===== config.mk =====
export PLATFORM = sky130hd
export DESIGN_NAME = dst_hazard_unit_flat
export DESIGN_NICKNAME = d
export VERILOG_FILES = /design/src/rtl/dst_hazard_unit_if.sv /design/src/rtl/dst_hazard_unit.sv /design/src/flat_wrapper.sv
export SDC_FILE = /design/constraint.sdc
export NUM_CORES = 1
export LEC_CHECK = 0
export CORE_MARGIN = 5
export CORE_UTILIZATION = 40
export DETAILED_ROUTE_END_ITERATION = 6
export PLACE_DENSITY_LB_ADDON = 0.25
export SETUP_SLACK_MARGIN = 0.02
export SLEW_MARGIN = 20
export SYNTH_ARGS = -nofsm -noshare
export SYNTH_HDL_FRONTEND = slang
export SYNTH_SLANG_ARGS = --single-unit
export TNS_END_PERCENT = 5

===== constraint.sdc =====
create_clock -name clk -period 2 [get_ports clk]
set_clock_uncertainty 0.1 [all_clocks]
set_input_delay 0.2 -clock clk [delete_from_list [all_inputs] [get_ports clk]]
set_output_delay 0.2 -clock clk [all_outputs]
set_load 0.01 [all_outputs]

===== src/rtl/dst_hazard_unit_if.sv =====
// dst_hazard_unit_if: ID-side request, stall/forward selects and write-back port of the hazard unit
interface dst_hazard_unit_if #(
    parameter int ADDR_W = 5,
    parameter int CNT_W  = 16
);
    logic              id_valid, id_use_rs, id_use_rt, id_we, id_load, flush;
    logic [ADDR_W-1:0] id_rs, id_rt, id_dst;
    logic              stall, wb_we;
    logic [1:0]        ex_fwd_rs, ex_fwd_rt;
    logic [ADDR_W-1:0] wb_dst;
    logic [CNT_W-1:0]  stall_count;
    modport master (
        output id_valid, id_rs, id_rt, id_use_rs, id_use_rt, id_dst, id_we, id_load, flush,
        input  stall, ex_fwd_rs, ex_fwd_rt, wb_dst, wb_we, stall_count
    );
    modport slave (
        input  id_valid, id_rs, id_rt, id_use_rs, id_use_rt, id_dst, id_we, id_load, flush,
        output stall, ex_fwd_rs, ex_fwd_rt, wb_dst, wb_we, stall_count
    );
endinterface


===== src/rtl/dst_hazard_unit.sv =====
// dst_hazard_unit: EX/MEM/WB destination tracking, load-use stall, forwarding selects; HAZ_STATS_EN adds a saturating stall counter
module dst_hazard_unit #(
    parameter int ADDR_W = 5,
    parameter int CNT_W  = 16
) (
    input logic             clk,
    input logic             rst_n,
    dst_hazard_unit_if.slave bus
);
    typedef struct packed {
        logic              we;
        logic              load;
        logic [ADDR_W-1:0] dst;
    } stage_t;
    stage_t     ex_q, ex_d, mem_q, mem_d, wb_q, wb_d;
    logic [1:0] fwd_rs_q, fwd_rs_d, fwd_rt_q, fwd_rt_d;
    logic       ex_eff, mem_eff, stall, accept;
    always_comb begin
        ex_eff   = ex_q.we && ex_q.dst != '0;
        mem_eff  = mem_q.we && mem_q.dst != '0;
        stall    = bus.id_valid && !bus.flush && ex_q.load && ex_eff &&
                   ((bus.id_use_rs && ex_q.dst == bus.id_rs) || (bus.id_use_rt && ex_q.dst == bus.id_rt));
        accept   = bus.id_valid && !bus.flush && !stall;
        ex_d     = accept ? {bus.id_we, bus.id_load, bus.id_dst} : '0;
        mem_d    = ex_q;
        wb_d     = mem_q;
        fwd_rs_d = !(accept && bus.id_use_rs)         ? 2'b00 :
                   ex_eff && ex_q.dst == bus.id_rs    ? 2'b01 :
                   mem_eff && mem_q.dst == bus.id_rs  ? 2'b10 : 2'b00;
        fwd_rt_d = !(accept && bus.id_use_rt)         ? 2'b00 :
                   ex_eff && ex_q.dst == bus.id_rt    ? 2'b01 :
                   mem_eff && mem_q.dst == bus.id_rt  ? 2'b10 : 2'b00;
    end
    always_ff @(posedge clk) begin
        if (!rst_n) begin
            ex_q     <= '0;
            mem_q    <= '0;
            wb_q     <= '0;
            fwd_rs_q <= 2'b00;
            fwd_rt_q <= 2'b00;
        end else begin
            ex_q     <= ex_d;
            mem_q    <= mem_d;
            wb_q     <= wb_d;
            fwd_rs_q <= fwd_rs_d;
            fwd_rt_q <= fwd_rt_d;
        end
    end
    assign bus.stall     = stall;
    assign bus.ex_fwd_rs = fwd_rs_q;
    assign bus.ex_fwd_rt = fwd_rt_q;
    assign bus.wb_dst    = wb_q.dst;
    assign bus.wb_we     = wb_q.we && wb_q.dst != '0;
`ifdef HAZ_STATS_EN
    logic [CNT_W-1:0] cnt_q, cnt_d;
    always_comb cnt_d = stall && cnt_q != '1 ? cnt_q + CNT_W'(1) : cnt_q;
    always_ff @(posedge clk) begin
        if (!rst_n) cnt_q <= '0;
        else        cnt_q <= cnt_d;
    end
    assign bus.stall_count = cnt_q;
`else
    assign bus.stall_count = '0;
`endif
endmodule


===== src/flat_wrapper.sv =====
// flat-port wrapper written by rule: the top's interface ports become plain ports
module dst_hazard_unit_flat 
#(
    parameter int ADDR_W = 5,
    parameter int CNT_W  = 16
)
  (clk, rst_n, bus_id_valid, bus_id_rs, bus_id_rt, bus_id_use_rs, bus_id_use_rt, bus_id_dst, bus_id_we, bus_id_load, bus_flush, bus_stall, bus_ex_fwd_rs, bus_ex_fwd_rt, bus_wb_dst, bus_wb_we, bus_stall_count);
  dst_hazard_unit_if #(.ADDR_W(ADDR_W), .CNT_W(CNT_W)) bus_i ();
  input logic clk;
  input logic rst_n;
  input wire logic [$bits(bus_i.id_valid)-1:0] bus_id_valid;
  input wire logic [$bits(bus_i.id_rs)-1:0] bus_id_rs;
  input wire logic [$bits(bus_i.id_rt)-1:0] bus_id_rt;
  input wire logic [$bits(bus_i.id_use_rs)-1:0] bus_id_use_rs;
  input wire logic [$bits(bus_i.id_use_rt)-1:0] bus_id_use_rt;
  input wire logic [$bits(bus_i.id_dst)-1:0] bus_id_dst;
  input wire logic [$bits(bus_i.id_we)-1:0] bus_id_we;
  input wire logic [$bits(bus_i.id_load)-1:0] bus_id_load;
  input wire logic [$bits(bus_i.flush)-1:0] bus_flush;
  output wire logic [$bits(bus_i.stall)-1:0] bus_stall;
  output wire logic [$bits(bus_i.ex_fwd_rs)-1:0] bus_ex_fwd_rs;
  output wire logic [$bits(bus_i.ex_fwd_rt)-1:0] bus_ex_fwd_rt;
  output wire logic [$bits(bus_i.wb_dst)-1:0] bus_wb_dst;
  output wire logic [$bits(bus_i.wb_we)-1:0] bus_wb_we;
  output wire logic [$bits(bus_i.stall_count)-1:0] bus_stall_count;
  assign bus_i.id_valid = bus_id_valid;
  assign bus_i.id_rs = bus_id_rs;
  assign bus_i.id_rt = bus_id_rt;
  assign bus_i.id_use_rs = bus_id_use_rs;
  assign bus_i.id_use_rt = bus_id_use_rt;
  assign bus_i.id_dst = bus_id_dst;
  assign bus_i.id_we = bus_id_we;
  assign bus_i.id_load = bus_id_load;
  assign bus_i.flush = bus_flush;
  assign bus_stall = bus_i.stall;
  assign bus_ex_fwd_rs = bus_i.ex_fwd_rs;
  assign bus_ex_fwd_rt = bus_i.ex_fwd_rt;
  assign bus_wb_dst = bus_i.wb_dst;
  assign bus_wb_we = bus_i.wb_we;
  assign bus_stall_count = bus_i.stall_count;
  dst_hazard_unit #(.ADDR_W(ADDR_W), .CNT_W(CNT_W)) u_core (.clk(clk), .rst_n(rst_n), .bus(bus_i));
endmodule

==> run metrics <==
die outline height=between 60 and 70 µm; # port buffers=33; Overflow after GRT=0; setup TNS=0 ns; Vias=between 900 and 1000; H-tree depth=1; CTS tree=built; Worst Hold Class=in2reg; crit share post-route=0.992; crit path DAT=approximately 1.7 ns; wirelength, routed=roughly 2600 µm; Final Hold Fails=0; WS Path Type=reg2out; RR Startpoint=u_core.ex_q[0]; Hold Crit Depth=3; Power Dens Cells=between 500 and 600 mW/mm²; total leakage power=around 0.73 nW; die area=about 0.004 mm²; VDD IR max=0.315 mV; area grow syn2layout=46.3%; share of the synthesized area in the top cell type=0.408; Clk Latency, worst-skew pair=0.31 ns; critical path launch point type=flip-flop; Max Freq=around 0.50 GHz; Synth Area in Compound Gates=0.0465; first-pass GRT wire length=approximately 4000 µm; min-delay src=bus_id_dst[1]; RSZ-0062 raised after global routing=yes; critical path data required time=roughly 1.7 ns; simple-gate share of the synthesized area=0.240; antenna cells=0; # setup viols final=0; Synth Flop Type=dfxtp_1; Ports=50; critical path fanouts, max=3; Synth Area in XOR/XNOR=0.140; Clk pin slew, worst setup/hold paths=~0.13 ns; multi-input logic area=approximately 580 µm²; All-Layer GR Usage=0.127; Max Root-Sink Buffers=2; Worst R2R Path Depth=9; Synth area leaders=dfxtp_1 (41%), buf_4 (14%), xor2_1 (10%); Post-Syn Area=0.00113 mm²; largest net degree at the start of global routing=14; fillcell total=around 240; Post-DRT Antenna Nets=0; setup slack, reg-to-reg=roughly 0.030 ns; CTS buffer count=3; TritonRoute pass-1 iters=4; Yosys cell types=29; final slew viol count=0; sequential area share after synthesis=0.408; nets=approximately 200; Hold Path End=u_core.ex_q[1]; drt drc=0; Root Driver=clkbuf_4; minimum clock period=1.98 ns; total of max-cap violations=0; Final Util=0.605; RR Endpoint=u_core.bus.ex_fwd_rs[0]; Crit. End Element=output pin; WL/cell=~12 µm; clock sink count=23; DRT iter0 DRCs=10; Final HPWL DP=2000 µm; adder-cell share of the synthesized area=0; initial antenna violation count=0; core area=0.00273 mm²; synth cell count leaders=dfxtp_1 (23), buf_4 (21), xor2_1 (13); vias in the first global route=947; routed vias/inst=roughly 4.6; Die X=between 60 and 70 µm; Mean Syn Cell Area=between 9 and 10 µm²; RePlAce Congestion=around 0.95; Yosys warning total=0; Setup WS post-layout=roughly 0.016 ns; Yosys reg bits=23; Register Area=about 470 µm²; dpl ws=-0.224 ns; status=complete, no violations; row cnt=19; Starting Density=0.413; ys async rst share=0; post-synthesis cell count=about 120; number of synthesized flops with an enable pin=0; main combinational cell family by area after synthesis=simple AND/OR/NAND/NOR gates; share of cells above drive strength 1=0.249; post-synthesis mux area share=0; leading area contributor after synthesis=dfxtp_1; most common cell in the netlist=dfxtp_1
==> flip-flops by register name, indices dropped and copies added, names as in the netlist <==
| name | count |
|---|---|
| u_core.ex_q | 7 |
| u_core.mem_q | 6 |
| u_core.bus.wb_dst | 5 |
| u_core.bus.ex_fwd_rs | 2 |
| u_core.bus.ex_fwd_rt | 2 |
| u_core.wb_q | 1 |
==> layout by cell type, fill, tap and decap left out, types with 2 or more instances in the layout <==
| cell type | count |
|---|---|
| clkdlybuf4s50_1 | 31 |
| buf_4 | 24 |
| dfxtp_1 | 20 |
| conb_1 | 16 |
| xor2_1 | 13 |
| and2_1 | 11 |
| nor2_1 | 10 |
| nand2_1 | 8 |
| xnor2_1 | 5 |
| nand3_1 | 4 |
| nor4_1 | 3 |
| clkbuf_4 | 3 |
| buf_6 | 3 |
| inv_1 | 2 |
| or4_1 | 2 |
| dfxtp_2 | 2 |
==> metrics by stage <==
step	cell area, µm²	hold WS (ns)	power, W	std cells
after floorplan	1190	0.214	0.000556	138
after global placement	1510	0.359	0.000612	195
after detailed placement	1510	0.365	0.000615	195
after CTS	1610	0.293	0.000831	207
after global routing	1650	0.284	0.000870	208
final	1650	0.292	0.000828	208
==> metal layers <==
metal,GRT usage,share of wire,vias to the layer above
met3,0.0391,0.073,2
met1,0.132,0.37,435
met5,0,0,-
met4,0.0239,0.0043,0
li1,-,-,476
met2,0.245,0.55,36
==> cell type report <==
type,count,area share
repair buffers,59,0.322
flip-flops and latches,23,0.282
clock buffers,3,0.0136
inverters,2,0.00454
multi-input cells,89,0.350
well taps,31,0.0235
clock inverters,1,0.00303
==> kinds of logic after synthesis <==
kind of cell,after synthesis
AOI/OAI and AO/OA,6
DFF,23
buffers and inverters,26
xor gates and xnor gates,18
other,1
and+or+nand+nor,49
==> what timing repair did <==
item | 4_1_cts | 5_1_grt
buffers inserted | 8 | 2
resized for setup | 11 | 9
endpoints found under the setup margin | 2 | 5
hold buffers | 0 | 0
pin swaps | 4 | 4
==> power by group <==
part / switching [W] / internal, W / total [W]
registers: 0.00000702 / 0.000464 / 0.000471
clock network: 0.000138 / 0.0000747 / 0.000213
logic: 0.0000592 / 0.0000839 / 0.000143
total: 0.000205 / 0.000623 / 0.000828
==> worst max-delay path by stage <==
stage	end	slack [ns]	depth (start not counted)	from
floorplan	u_core.bus.ex_fwd_rs[1]	0.29	6	u_core.ex_q[4]
global placement	bus_stall	-0.23	6	bus_id_rs[4]
detailed placement	bus_stall	-0.22	6	bus_id_rs[4]
CTS	u_core.bus.ex_fwd_rs[0]	-0.07	10	u_core.ex_q[4]
global route	bus_stall	-0.04	5	u_core.ex_q[0]
finish	bus_stall	0.02	5	u_core.ex_q[0]
==> critical path, stage by stage, from the launching register on <==
cell,delay (ns)
dfxtp_2,0.35
or4_4,0.54
o21ai_4,0.17
or2_4,0.16
a21oi_4,0.04
buf_6,0.12
Power figures use the tool's default switching activity.
